**config.mk**
```make
export PLATFORM = sky130hd
export DESIGN_NAME = had_bkpt_multi_ch
export DESIGN_NICKNAME = d
export VERILOG_FILES = /design/src/rtl/had_bkpt_multi_ch.sv
export SDC_FILE = /design/constraint.sdc
export NUM_CORES = 1
export LEC_CHECK = 0
export ABC_CLOCK_PERIOD_IN_PS = 8750
export CAP_MARGIN = 30
export CORE_MARGIN = 2
export CORE_UTILIZATION = 47
export DETAILED_ROUTE_END_ITERATION = 16
export PLACE_DENSITY_LB_ADDON = 0.08
export SETUP_SLACK_MARGIN = 0.05
export SYNTH_ARGS = -nofsm -noshare
export SYNTH_HDL_FRONTEND = slang
export SYNTH_SLANG_ARGS = --single-unit
```
**constraint.sdc**
```tcl
create_clock -name forever_cpuclk -period 8.75 [get_ports forever_cpuclk]
set_input_delay 1.3125 -clock forever_cpuclk [delete_from_list [all_inputs] [get_ports forever_cpuclk]]
set_output_delay 1.3125 -clock forever_cpuclk [all_outputs]
set_load 0.01 [all_outputs]
```
**src/rtl/had_bkpt_multi_ch.sv**
```systemverilog
// had_bkpt_multi_ch: multi-channel instruction breakpoint / data watchpoint unit
// in the debug domain. Each channel matches fetch PC or LSU address against a
// masked value, counts passes, optionally chains to its lower neighbour, and the
// lowest reporting channel is latched into a sticky hit vector.
module had_bkpt_multi_ch #(
  parameter int NUM_CH = 4,
  parameter int MASK_W = 8,
  parameter int CNT_W  = 8
) (
  input  logic              forever_cpuclk,
  input  logic              hadrst,
  input  logic              cfg_wr,
  input  logic [2:0]        cfg_ch,
  input  logic [31:0]       cfg_addr,
  input  logic [MASK_W-1:0] cfg_mask,
  input  logic [2:0]        cfg_mode,
  input  logic [CNT_W-1:0]  cfg_cnt,
  input  logic              cfg_chain,
  input  logic              hit_clr,
  input  logic              had_core_dbg_mode_req,
  input  logic [31:0]       ifu_had_match_pc,
  input  logic              ifu_had_split_first,
  input  logic              ifu_had_chg_flw_inst,
  input  logic              ifu_had_fetch_expt_vld,
  input  logic              ifu_had_inst_dbg_disable,
  input  logic              iu_had_xx_retire,
  input  logic              iu_had_xx_retire_normal,
  input  logic              iu_had_xx_mldst,
  input  logic              iu_had_flush,
  input  logic              iu_had_expt_vld,
  input  logic              iu_yy_xx_dbgon,
  input  logic [31:0]       lsu_had_addr,
  input  logic              lsu_had_addr_vld,
  input  logic              lsu_had_st,
  input  logic              lsu_had_ex_cmplt,
  output logic              had_ifu_inst_bkpt_req,
  output logic              had_iu_data_bkpt_req,
  output logic [NUM_CH-1:0] had_bkpt_hit_vec
);

  localparam logic [2:0] MODE_ID = 3'b001;
  localparam logic [2:0] MODE_I  = 3'b010;
  localparam logic [2:0] MODE_D  = 3'b011;
  localparam logic [2:0] MODE_CF = 3'b100;
  localparam logic [2:0] MODE_ST = 3'b101;
  localparam logic [2:0] MODE_LD = 3'b110;

  logic [31:0]       r_cfg_addr [NUM_CH];
  logic [MASK_W-1:0] r_cfg_mask [NUM_CH];
  logic [2:0]        r_cfg_mode [NUM_CH];
  logic [CNT_W-1:0]  r_cfg_cnt  [NUM_CH];
  logic [CNT_W-1:0]  r_cnt_cur  [NUM_CH];
  logic [NUM_CH-1:0] r_cfg_chain;
  logic [NUM_CH-1:0] r_pend;
  logic [NUM_CH-1:0] r_arm;
  logic [NUM_CH-1:0] r_mldst_vec;
  logic              r_mldst_pend;

  logic [NUM_CH-1:0] w_cfg_sel, w_cfg_sel_up;
  logic [NUM_CH-1:0] w_match_pc, w_match_addr;
  logic [NUM_CH-1:0] w_raw_i, w_raw_d;
  logic [NUM_CH-1:0] w_chain_eff, w_arm_lo, w_armed;
  logic [NUM_CH-1:0] w_cand_i, w_cand_d, w_fire, w_fire_up;
  logic [NUM_CH-1:0] w_rep_i, w_rep_d;
  logic [NUM_CH-1:0] w_hv_src, w_hv_next;
  logic              w_gate_i, w_gate_d, w_data_req, w_hv_found;

  // Per-channel match, mode qualification, chain/counter resolution and requests.
  always_comb begin
    w_gate_i    = !ifu_had_fetch_expt_vld && !ifu_had_inst_dbg_disable && !iu_yy_xx_dbgon;
    w_gate_d    = !iu_yy_xx_dbgon && iu_had_xx_retire_normal;
    // Channel 0 has no lower neighbour, so its chain bit is never honoured.
    w_chain_eff    = r_cfg_chain;
    w_chain_eff[0] = 1'b0;
    w_arm_lo    = r_arm << 1;
    for (int i = 0; i < NUM_CH; i++) begin
      w_cfg_sel[i]    = cfg_wr && (cfg_ch == 3'(i));
      w_match_pc[i]   = (ifu_had_match_pc & {{(32-MASK_W){1'b1}}, r_cfg_mask[i]}) == r_cfg_addr[i];
      w_match_addr[i] = (lsu_had_addr & {{(32-MASK_W){1'b1}}, r_cfg_mask[i]}) == r_cfg_addr[i];
      w_raw_i[i] = (w_match_pc[i] && ifu_had_split_first && !had_core_dbg_mode_req &&
                    (r_cfg_mode[i] == MODE_ID || r_cfg_mode[i] == MODE_I)) ||
                   (r_cfg_mode[i] == MODE_CF && ifu_had_chg_flw_inst);
      w_raw_d[i] = ((w_match_addr[i] && lsu_had_addr_vld) || r_pend[i]) && iu_had_xx_retire &&
                   (r_cfg_mode[i] == MODE_ID || r_cfg_mode[i] == MODE_D ||
                    (r_cfg_mode[i] == MODE_ST && lsu_had_st) ||
                    (r_cfg_mode[i] == MODE_LD && !lsu_had_st));
      w_armed[i]  = !w_chain_eff[i] || w_arm_lo[i];
      // A channel being reconfigured this cycle must not act on its old settings.
      w_cand_i[i] = w_raw_i[i] && w_gate_i && !w_cfg_sel[i] && w_armed[i];
      w_cand_d[i] = w_raw_d[i] && w_gate_d && !w_cfg_sel[i] && w_armed[i];
      w_fire[i]   = (w_cand_i[i] || w_cand_d[i]) && (r_cnt_cur[i] == '0);
    end
    w_cfg_sel_up = w_cfg_sel >> 1;
    w_fire_up    = w_fire >> 1;
    // A channel that only arms its upper neighbour does not report on its own.
    w_rep_i = w_fire & w_cand_i & ~(w_chain_eff >> 1);
    w_rep_d = w_fire & w_cand_d & ~(w_chain_eff >> 1);
    had_ifu_inst_bkpt_req = |w_rep_i;
    w_data_req = !iu_had_xx_mldst &&
                 ((|w_rep_d) || (r_mldst_pend && iu_had_xx_retire && w_gate_d));
    had_iu_data_bkpt_req = w_data_req;
    w_hv_src   = had_ifu_inst_bkpt_req ? w_rep_i : (w_rep_d | r_mldst_vec);
    w_hv_next  = '0;
    w_hv_found = 1'b0;
    for (int i = 0; i < NUM_CH; i++) begin
      if (w_hv_src[i] && !w_hv_found) begin
        w_hv_next[i] = 1'b1;
        w_hv_found   = 1'b1;
      end
    end
  end

  // Channel configuration, pass counters, pending address hits and chain arms.
  always_ff @(posedge forever_cpuclk or posedge hadrst) begin
    if (hadrst) begin
      for (int i = 0; i < NUM_CH; i++) begin
        r_cfg_addr[i] <= '0;
        r_cfg_mask[i] <= '0;
        r_cfg_mode[i] <= '0;
        r_cfg_cnt[i]  <= '0;
        r_cnt_cur[i]  <= '0;
      end
      r_cfg_chain <= '0;
      r_pend      <= '0;
      r_arm       <= '0;
    end else begin
      for (int i = 0; i < NUM_CH; i++) begin
        if (w_cfg_sel[i]) begin
          r_cfg_addr[i]  <= cfg_addr;
          r_cfg_mask[i]  <= cfg_mask;
          r_cfg_mode[i]  <= cfg_mode;
          r_cfg_cnt[i]   <= cfg_cnt;
          r_cfg_chain[i] <= cfg_chain;
          r_cnt_cur[i]   <= cfg_cnt;
        end else if (w_cand_i[i] || w_cand_d[i]) begin
          r_cnt_cur[i] <= (r_cnt_cur[i] == '0) ? r_cfg_cnt[i] : r_cnt_cur[i] - CNT_W'(1);
        end
        if (w_cfg_sel[i] || lsu_had_ex_cmplt || iu_had_flush)
          r_pend[i] <= 1'b0;
        else if (w_match_addr[i] && lsu_had_addr_vld)
          r_pend[i] <= 1'b1;
        if (w_cfg_sel[i] || w_cfg_sel_up[i] || iu_yy_xx_dbgon || w_fire_up[i])
          r_arm[i] <= 1'b0;
        else if (w_fire[i])
          r_arm[i] <= 1'b1;
      end
    end
  end

  // Deferred multi-ld/st watchpoint and sticky hit report.
  always_ff @(posedge forever_cpuclk or posedge hadrst) begin
    if (hadrst) begin
      r_mldst_pend     <= 1'b0;
      r_mldst_vec      <= '0;
      had_bkpt_hit_vec <= '0;
    end else begin
      if (w_data_req || iu_had_expt_vld) begin
        r_mldst_pend <= 1'b0;
        r_mldst_vec  <= '0;
      end else if ((|w_rep_d) && iu_had_xx_mldst) begin
        r_mldst_pend <= 1'b1;
        r_mldst_vec  <= r_mldst_vec | w_rep_d;
      end
      if (hit_clr)
        had_bkpt_hit_vec <= '0;
      else if (had_ifu_inst_bkpt_req || w_data_req)
        had_bkpt_hit_vec <= w_hv_next;
    end
  end

endmodule

```
==> results by stage <==
Yosys:
- The share of synthesized area occupied by flip-flops and latches is 43.8%.
- The number of enable-type register cells in the synthesized netlist is 0.
- In this run, distinct cell masters in the synthesized netlist total 95.
- The most area-hungry cell type in the Yosys netlist is dfrtp_1.
- The most common cell in the synthesized netlist is nand2_1.
- Sorting the synthesized cells by area gives the leading types as dfrtp_1 44%, nand2_1 17%, xor2_1 7.3%, xnor2_1 6.7%, a21oi_1 1.7%.
- The fraction of registers with async set or reset after synthesis is 100%.
- Counting instances in the post-synthesis netlist gives the leading cell types as 673 x nand2_1, 255 x dfrtp_1, 121 x xor2_1.
- The cell count after synthesis came out at 1734.
- The fraction of post-synthesis cell area in the top cell type by area is 43.8%.
- In the synthesized netlist the dominant register cell turns out to be dfrtp_1.
- The post-synth net total is 1879.
- The synthesized area per cell is 8.40 um2.
- The count of warnings emitted by yosys is 0.
- After synthesis the cells add up to about 0.015 mm2.
- After synthesis the netlist holds a flip-flop and latch count of approximately 260.

Final layout:
- Relative to the synthesized area, the layout overhead comes to 19.9%.
- The antenna diode count is 0.
- The fill cell total of the finished layout is 2844.
- The fraction of layout instances using a drive strength above 1 is 5.68%.
- The final standard cell utilization of the core is 57.2%.
- The final net count is 2008.

Clocking:
- In this run the number of H-tree levels came out at 1.
- The number of buffers on the longest clock path is 3.
- The number of setup buffers added after CTS is 0.
- The later-pin clock latency in the skew report is 570 ps.
- Clock-pin slew was measured on the worst setup and hold paths at 60 ps.
- The quantity of hold-fixing buffers added after cts is 0.
- The CTS tree is built.
- The number of clock buffers added by TritonCTS is 29.
- The number of gates resized after CTS is 0.
- The cell sitting at the root of the clock tree is a clkbuf_16.
- The clock net in this run drives a total of 255 sinks.

GRT:
- The initial antenna violation count came to 0.
- Entering global routing, the biggest net connects 90 pins.
- The first-pass GRT wire length is 73100 um.
- The total global-route track usage is 28.9%.
- The via count of the first global-routing pass is 12506.
- Global routing finished with a remaining overflow of 0.

Route:
- Across all layers, the routed design uses 12797 vias.
- The wire length per cell after detailed routing is ~21 um.
- The final routed DRC violation total is 0.
- The first detailed-routing pass took 5 iterations.
- The detailed router finished its first iteration with 973 violations.
- The remaining antenna violation count after routing is 0.
- The overall routed net length is 47500 um.
- The detailed-route vias per instance is roughly 5.6.

Floorplan:
- The initial standard-cell utilization of the core is between 40% and 50%.
- The die span in y is 180 um.
- The top-level port count is 143.
- The chip width is 180 um.
- The total area inside the core boundary comes to 0.0305 mm2.
- The number of cell rows is between 60 and 70.
- The area enclosed by the die boundary is 0.0324 mm2.

Setup path:
- The beginning of the worst register-to-register path is r_cfg_mode[8].
- STA classifies the critical path startpoint as an input port.
- The endpoint of the worst setup timing path is had_ifu_inst_bkpt_req.
- At the worst endpoint, the required time is 7440 ps.
- The capture instance of the worst register-to-register path is r_cnt_cur[20].
- The worst endpoint data arrival time is 4860 ps.
- Traced cell by cell, the critical path runs through clkdlybuf4s50_1, xor2_1, nor4_1, nand3_1, nor4_1, o2111ai_1, nand4b_2, clkdlybuf4s50_1.
- The cell depth of the worst flop-to-flop path is 8.
- The critical path is of the input port to output port type.
- The standard cell with the maximum stage delay on the critical path is nor4_1.
- Along the worst path, the maximum fanout reaches 7.
- The worst register-to-register path has a setup slack of roughly 5300 ps.
- The largest single stage delay on the critical path is 680 ps.
- The beginning of the critical path is ifu_had_match_pc[29].
- The nature of the critical path endpoint is an output port.

Power:
- Cell internal power was estimated by the tool at roughly 2.6 mW.
- The worst IR drop on VDD is 0.166 mV.
- Sequential cells account for about 43% of the total power.
- The switching power is 1.24 mW.
- The switching share of power is 32.6%.
- For this design the ratio of total power to cell area is 218 mW/mm2.
- In this run, the clock network consumes 34.2% of the power.
- The static leakage is 8.12 nW.
- The power share of the combinational group is 22.5%.

STA:
- For the pin with the worst max-slew slack, the measured transition is around 1000 ps.
- The setup skew after layout is 8.56 ps.
- Setup repair after global routing left no endpoint under its margin.
- After routing, the total negative slack on setup checks comes to 0 ps.
- The final period utilization is between 70% and 80%.
- The smallest clock period supported by the final layout is computed as 6170 ps.
- Setup violations remaining at the end of the flow were counted as 0.
- The achievable clock frequency is between 150 and 200 MHz.
- The count of final hold-check violations was 0.
- The max-slew violation count came to 0.
- The final hold slack is 476 ps.
- The minimum setup slack in the final design is 2580 ps.
- The headroom to the max-slew limit is 30.0%.

Hold path:
- The hold-critical path depth is 2.
- The worst hold path belongs to the class flop to flop.

Place:
- After legalization and detailed placement, the total HPWL measured between 30000 and 40000 um.
- The minimum setup slack after placement is approximately 2700 ps.
- Buffers placed on the I/O ports in this run total 142.
- The congestion estimate from routability-driven global placement came to 0.944.

Run:
- The max capacitance violation total is 0.

Status:
- The flow ran to the end, and the final reports show no timing, DRC or antenna violations.
state kept, by name, summed over array words and instances (netlist names):
signal / flops
r_cfg_mask: 32
r_cfg_addr: 128
r_mldst_vec: 4
r_cnt_cur: 32
r_cfg_chain: 3
r_pend: 4
had_bkpt_hit_vec: 4
r_cfg_mode: 12
r_mldst_pend: 1
r_arm: 3
r_cfg_cnt: 32
worst min-delay path by stage:
stage	slack (ps)	from	to
2_1_floorplan	440	r_cfg_cnt[29]	r_cfg_cnt[29]
3_3_place_gp	450	r_cfg_cnt[20]	r_cfg_cnt[20]
3_5_place_dp	460	r_cfg_cnt[20]	r_cfg_cnt[20]
4_1_cts	470	r_cfg_cnt[20]	r_cfg_cnt[20]
5_1_grt	490	r_cfg_cnt[15]	r_cfg_cnt[15]
6_report	480	r_cfg_cnt[20]	r_cfg_cnt[20]
power groups by stage:
stage	Sequential, mW	Combinational, mW	Clock (mW)
after detailed placement	1.66	0.849	0
after global routing	1.67	0.949	1.37
after CTS	1.64	0.854	1.32
after floorplan	1.58	0.567	0
final	1.65	0.855	1.30
after global placement	1.65	0.833	0
final cells by class:
type / instances / area (um2) / area share (%)
Inverter: 27 / 109 / 0.623
Tap cell: 396 / 495 / 2.84
Timing Repair Buffer: 155 / 1560 / 8.93
Clock buffer: 36 / 782 / 4.48
Clock inverter: 17 / 236 / 1.35
Multi-Input combinational cell: 1395 / 7900 / 45.2
Sequential cell: 255 / 6380 / 36.5
critical path: cells and delay by family:
family	cells	cell delay, ps
buffers and inverters	2	1170
and+or+nand+nor	4	1670
xor gates and xnor gates	1	260
AOI/OAI and AO/OA	1	450
per-stage QoR:
stage          total power, mW  instances  instance area, um2
4_1_cts                   3.82       2280               17400
5_1_grt                   3.99       2281               17500
2_1_floorplan             2.15       1734               14600
3_5_place_dp              2.50       2227               16400
3_3_place_gp              2.48       2226               16400
6_report                  3.80       2281               17500
per-layer routing:
metal  global-route usage (%)  vias up  part of all wire (%)
li1                         -     6059                     -
met1                     40.5     6177                    44
met2                     46.1      469                    46
met3                     4.05       92                   6.2
met4                     10.1        0                   3.9
met5                        0        -                     0
logic make-up after synthesis:
group | count (synthesis) | synth area share [%]
xor gates and xnor gates | 232 | 14.0
adders and majority gates | 8 | 0.688
and+or+nand+nor | 941 | 28.5
muxes | 12 | 0.834
AOI/OAI and AO/OA | 202 | 9.90
DFF | 255 | 43.8
buffers and inverters | 84 | 2.29
layout by cell type (no fill, tap or decap), types with 26 or more instances in the layout:
master	count
nor2_1	45
nor4_1	34
dfrtp_1	255
xnor2_1	111
xor2_1	121
nand4_1	31
clkdlybuf4s50_1	142
inv_1	26
o21ai_0	30
nor3_1	32
nand2_1	672
clkbuf_16	29
a21oi_1	48
Power figures use the tool's default switching activity.
